==> src/rtl/scope_pkg.sv <==
// Shared widths, colours and default geometry for the oscilloscope frame support block.
package scope_pkg;
  localparam int COORD_W  = 8;
  localparam int COLOR_W  = 12;
  localparam int SAMPLE_W = 14;
  localparam int RAM_DW   = 8;
  localparam int RAM_AW   = 8;
  localparam int DLY_W    = 14;

  localparam logic [COLOR_W-1:0] BG_COLOR_DEF   = 12'h000;
  localparam logic [COLOR_W-1:0] GRID_COLOR_DEF = 12'h444;

  localparam int H_RES_DEF        = 160;
  localparam int V_RES_DEF        = 120;
  localparam int DELAY_CYCLES_DEF = 10008;
endpackage

==> src/rtl/scope_sample_ram.sv <==
// 256x8 ADC sample store: synchronous write, registered read returning old data on collision.
module scope_sample_ram
  import scope_pkg::*;
(
  input  logic              clk,
  input  logic              reset,
  input  logic              wren,
  input  logic [RAM_AW-1:0] waddr,
  input  logic [RAM_DW-1:0] wdata,
  input  logic              rden,
  input  logic [RAM_AW-1:0] raddr,
  output logic [RAM_DW-1:0] q
);
  logic [RAM_DW-1:0] mem [2**RAM_AW];
  logic [RAM_DW-1:0] q_q;

  // Array is deliberately left out of reset so samples survive a global reset.
  always_ff @(posedge clk) begin
    if (wren) mem[waddr] <= wdata;
  end

  always_ff @(posedge clk or posedge reset) begin
    if (reset)     q_q <= '0;
    else if (rden) q_q <= mem[raddr];
  end

  assign q = q_q;
endmodule

==> src/rtl/scope_frame_support.sv <==
// Screen-clear sweep, inter-frame delay timer and sample RAM for the VGA scope.
// Optional grid overlay on the clear colour when CLEAR_GRID_EN is defined.
module scope_frame_support
  import scope_pkg::*;
#(
  parameter int                 H_RES        = H_RES_DEF,
  parameter int                 V_RES        = V_RES_DEF,
  parameter logic [COLOR_W-1:0] BG_COLOR     = BG_COLOR_DEF,
  parameter int                 DELAY_CYCLES = DELAY_CYCLES_DEF
`ifdef CLEAR_GRID_EN
  ,parameter logic [COLOR_W-1:0] GRID_COLOR  = GRID_COLOR_DEF
`endif
) (
  input  logic                clk,
  input  logic                reset,
  input  logic                clear_enable,
  input  logic                clear_reset,
  output logic                clear_finished,
  output logic [COORD_W-1:0]  clear_x,
  output logic [COORD_W-1:0]  clear_y,
  output logic [COLOR_W-1:0]  clear_color,
  input  logic                delay_enable,
  input  logic                delay_reset,
  output logic                delay_finished,
  input  logic [SAMPLE_W-1:0] ram_wdata,
  input  logic [RAM_AW-1:0]   ram_waddr,
  input  logic                ram_wren,
  input  logic [RAM_AW-1:0]   ram_raddr,
  input  logic                ram_rden,
  output logic [RAM_DW-1:0]   ram_q
);
  localparam logic [COORD_W-1:0] LAST_X   = COORD_W'(H_RES - 1);
  localparam logic [COORD_W-1:0] LAST_Y   = COORD_W'(V_RES - 1);
  localparam logic [DLY_W-1:0]   DLY_LAST = DLY_W'(DELAY_CYCLES - 1);

  logic [COORD_W-1:0] x_q, x_d, y_q, y_d;
  logic               cfin_q, cfin_d;
  logic [DLY_W-1:0]   cnt_q, cnt_d;
  logic               dfin_q, dfin_d;

  always_comb begin
    x_d    = x_q;
    y_d    = y_q;
    cfin_d = cfin_q;
    if (clear_reset) begin
      x_d    = '0;
      y_d    = '0;
      cfin_d = 1'b0;
    end else if (clear_enable && !cfin_q) begin
      if (x_q != LAST_X) begin
        x_d = x_q + 1'b1;
      end else if (y_q != LAST_Y) begin
        x_d = '0;
        y_d = y_q + 1'b1;
      end else begin
        cfin_d = 1'b1;  // last pixel has been presented; park here
      end
    end
  end

  always_comb begin
    cnt_d  = cnt_q;
    dfin_d = dfin_q;
    if (delay_reset) begin
      cnt_d  = '0;
      dfin_d = 1'b0;
    end else if (delay_enable && !dfin_q) begin
      cnt_d = cnt_q + 1'b1;
      if (cnt_q == DLY_LAST) dfin_d = 1'b1;
    end
  end

  always_ff @(posedge clk or posedge reset) begin
    if (reset) begin
      x_q    <= '0;
      y_q    <= '0;
      cfin_q <= 1'b0;
      cnt_q  <= '0;
      dfin_q <= 1'b0;
    end else begin
      x_q    <= x_d;
      y_q    <= y_d;
      cfin_q <= cfin_d;
      cnt_q  <= cnt_d;
      dfin_q <= dfin_d;
    end
  end

  assign clear_x        = x_q;
  assign clear_y        = y_q;
  assign clear_finished = cfin_q;
  assign delay_finished = dfin_q;

`ifdef CLEAR_GRID_EN
  assign clear_color = (x_q[3:0] == 4'd0 || y_q[3:0] == 4'd0) ? GRID_COLOR : BG_COLOR;
`else
  assign clear_color = BG_COLOR;
`endif

  // Only the top 8 bits of each ADC sample are displayed.
  logic unused_wlsb;
  assign unused_wlsb = &{1'b0, ram_wdata[SAMPLE_W-RAM_DW-1:0]};

  scope_sample_ram u_ram (
    .clk   (clk),
    .reset (reset),
    .wren  (ram_wren),
    .waddr (ram_waddr),
    .wdata (ram_wdata[SAMPLE_W-1 -: RAM_DW]),
    .rden  (ram_rden),
    .raddr (ram_raddr),
    .q     (ram_q)
  );
endmodule

==> config.mk <==
export PLATFORM = sky130hd
export DESIGN_NAME = scope_frame_support
export DESIGN_NICKNAME = d
export VERILOG_FILES = /design/src/rtl/scope_pkg.sv /design/src/rtl/scope_sample_ram.sv /design/src/rtl/scope_frame_support.sv
export SDC_FILE = /design/constraint.sdc
export NUM_CORES = 2
export LEC_CHECK = 0
export CORE_MARGIN = 8
export CORE_UTILIZATION = 45
export DETAILED_ROUTE_END_ITERATION = 10
export MAX_ROUTING_LAYER = met4
export PLACE_DENSITY_LB_ADDON = 0.15
export SLEW_MARGIN = 20
export SYNTH_ARGS = -nofsm -noshare
export SYNTH_HDL_FRONTEND = slang
export SYNTH_SLANG_ARGS = --single-unit
==> constraint.sdc <==
create_clock -name clk -period 3 [get_ports clk]
set_input_delay 0.6 -clock clk [delete_from_list [all_inputs] [get_ports clk]]
set_output_delay 0.6 -clock clk [all_outputs]
set_load 0.1 [all_outputs]
==> metrics <==
Max Buffers Root-to-Sink=3; Seq cells post-synth=2,088; htree depth=4; Nets=5,003; first drt pass iteration count=6; Num Clock Sinks=2,088; power density over the cells=631 nW/µm²; HP Class=in -> async; Post-DRT Antenna Nets=0; failing checks=setup timing; Crit Path Max Fanout=9; I/O pin count=76; Core Area=181,000 µm²; Synth area leaders=edfxtp_1 (75%), mux4_2 (9.3%), mux2i_1 (3.9%); Max transition margin=25.7%; DRT iter0 DRCs=4,822; most common cell in the netlist=edfxtp_1; via count=44.1k; Clk pwr share=41.3%; HPWL after DPL=156 mm; Avg Cell Area, Syn=19.8 µm²; fmax=322 MHz; RR Endpoint=u_ram.q[3]; CTS tree=built; Mapped Cells=4,131; Switching Share=22.2%; Max Cap Viol=0; I/O Buffers=57; layout cells sized above 1=29.2%; clk slew on worst S/H paths=0.06 ns; Max Slew Vio Count=0; final worst-path setup slack=-0.109 ns; Static Leakage=0.0329 µW; r2r worst-path depth=7; Clock Latency Late Sink=0.85 ns; FILL cells=14.2k; Crit path max-delay family=simple AND/OR/NAND/NOR gates; metal3 WL=16.9 mm; Top FF cell, synth=edfxtp_1; vias in the first global route=43.6k; dpl cells=7,119; Final setup viols=1; Clock Skews=0.0244 ns; footprint of the multi-input gates=17,600 µm²; synth warn=0; CP arrival=3.88 ns; Pint=47,900 µW; final core occ=54.0%; synth-to-layout area growth=19.2%; R2R Setup Slk=0.20 ns; DRT Wirelength=234 mm; CP Launch Type=input port; die width=443 µm; P_sw=13,700 µW; mapped cell area=81,900 µm²; Post-synth EDFFs=2,048; sequential share of power=52.2%; Setup Fix Bufs, Post-CTS=0; die area=196,000 µm²; top cell type's share of synthesized area=75.1%; share of the yosys chip area belonging to registers=76.4%; Highest Signal Layer=met4; # rows=156; GRT Util Overall=23.9%; CTS buffer count=211; CP endpoint kind=flip-flop; gr ovfl total=0; fin crit period=3.11 ns; CP bufs+invs=5; DIE HEIGHT=443 µm; first-pass GRT wire length=329 mm; clock root cell=clkbuf_16; CTS resizes=1; slowest CP cell=nor4_2; Critical Path Max Stage Delay=0.62 ns; Levels on crit path=12; worst-path cell chain=clkdlybuf4s50_1 > buf_12 > and2_1 > nand2_1 > buf_12 > buf_4 > a2111oi_0 > buf_4 > nor2_1 > o41ai_1 > nor4_2 > a211o_1; Critical Path RT=3.77 ns; RSZ-0062 raised after global routing=false; Logic pwr share=6.4%; vias per cell=5.88; Initial Util=45.3%; DR WL met2=112 mm; pin count of the biggest net entering global routing=89; drt wl/cell=31.2 µm; final worst path period share=104%; FF+latch area=62,500 µm²; cell taking the most area after synthesis=edfxtp_1; Layout Cells excl Fill=7,501; wire length on met1=99.3 mm; DRC Markers=0; Distinct cells, synth=67; RD Place Congestion=0.886; Post-CTS Hold Buffers=0; commonest cells in the netlist=edfxtp_1 (2,048), mux4_2 (339), mux2i_1 (322); Critical R2R Launch=u_ram.mem[51][3]; Final Hold Viols=0; Synth async-reset ratio=1.92%; WS Path Type=in -> reg; Worst Max-Slew Pin Slew=1.10 ns; Peak VDD IR=0.000535 V; outcome=finished, violations left; initial antenna violation count=4
cell usage in the layout, fill, tap and decap left out, types with 6 or more instances in the layout:
master and count:
inv_1 9, buf_4 744, nor4_1 9, a22o_1 11, clkbuf_8 13, a31oi_1 15
and3_1 7, o22ai_1 105, bufinv_16 14, mux4_2 339, conb_1 12, mux4_1 22
dfrtp_1 40, clkinv_1 47, a2111oi_0 9, nand3_1 50, clkdlybuf4s50_1 19, buf_12 94
clkinv_2 31, nor2_1 309, a211oi_1 44, nand2_1 98, nor2b_1 15, a21oi_1 58
o221ai_1 61, mux2i_1 322, xor2_1 15, clkbuf_16 213, a22oi_1 70, a211o_1 6
nand4_1 22, edfxtp_1 2048, o21ai_0 47, nor3_1 43, or3_1 10, clkbuf_1 49
power by group through the flow:
| stage | Clock, µW | Sequential, µW | Combinational (µW) |
|---|---|---|---|
| CTS | 25900 | 32200 | 3980 |
| global route | 26900 | 32200 | 4130 |
| finish | 25500 | 32200 | 3960 |
| floorplan | 0 | 33000 | 1680 |
| detailed placement | 0 | 32800 | 3970 |
| global placement | 0 | 32800 | 3940 |
through the flow:
step / hold slack (ns) / power (µW) / worst slack (ns) / cell area [µm²] / setup TNS (ns)
2_1_floorplan: 0.498 / 34700 / 0.137 / 81900 / 0
3_3_place_gp: 0.522 / 36700 / -1.10 / 90900 / -5.32
3_5_place_dp: 0.533 / 36800 / -1.09 / 90900 / -5.19
4_1_cts: 0.171 / 62000 / 0.0894 / 97600 / 0
5_1_grt: 0.190 / 63200 / 0.0265 / 97600 / 0
6_report: 0.218 / 61600 / -0.109 / 97600 / -0.109
how the worst max path moves through the flow:
stage	startpoint	slack (ns)	endpoint
global route	ram_raddr[5]	0.03	u_ram.q[4]
detailed placement	ram_raddr[5]	-1.09	u_ram.q[4]
floorplan	clear_x[0]	0.14	clear_y[4]
CTS	ram_raddr[5]	0.09	u_ram.q[4]
global placement	ram_raddr[5]	-1.10	u_ram.q[4]
finish	ram_raddr[5]	-0.11	u_ram.q[4]
routing by layer:
layer / vias up / track usage [%]
met1: 23400 / 33.0
li1: 18700 / -
met4: 0 / 5.89
met2: 1657 / 37.5
met3: 311 / 4.37
met5: - / -
flip-flops by register name, indices dropped and copies added, names as in the netlist:
name	cells
clear_finished	1
delay_finished	1
cnt_q	14
clear_y	8
u_ram.q	8
clear_x	8
u_ram.mem	2048
cell type report:
cell class | count | share of cell area (%)
inverter | 12 | 0.0487
clock buffer | 269 | 5.75
timing repair buffer | 868 | 8.00
multi-input combinational | 1781 | 18.1
sequential | 2088 | 64.0
tap | 2370 | 3.04
antenna | 1 | 0.00256
clock inverter | 112 | 1.07
kinds of logic (layout without fill, tap and decap cells):
group                      Yosys count  count (layout)  share of synthesized area [%]
xor gates and xnor gates            20              20                          0.214
AOI/OAI and AO/OA                  465             465                           3.97
and+or+nand+nor                    595             595                           3.19
buffers and inverters              273            1261                           2.22
DFF                               2088            2088                           76.4
muxes                              686             686                           14.0
other                                1              13                        0.00458
adders and majority gates            3               3                         0.0459
(Power assumes the default switching activity.)
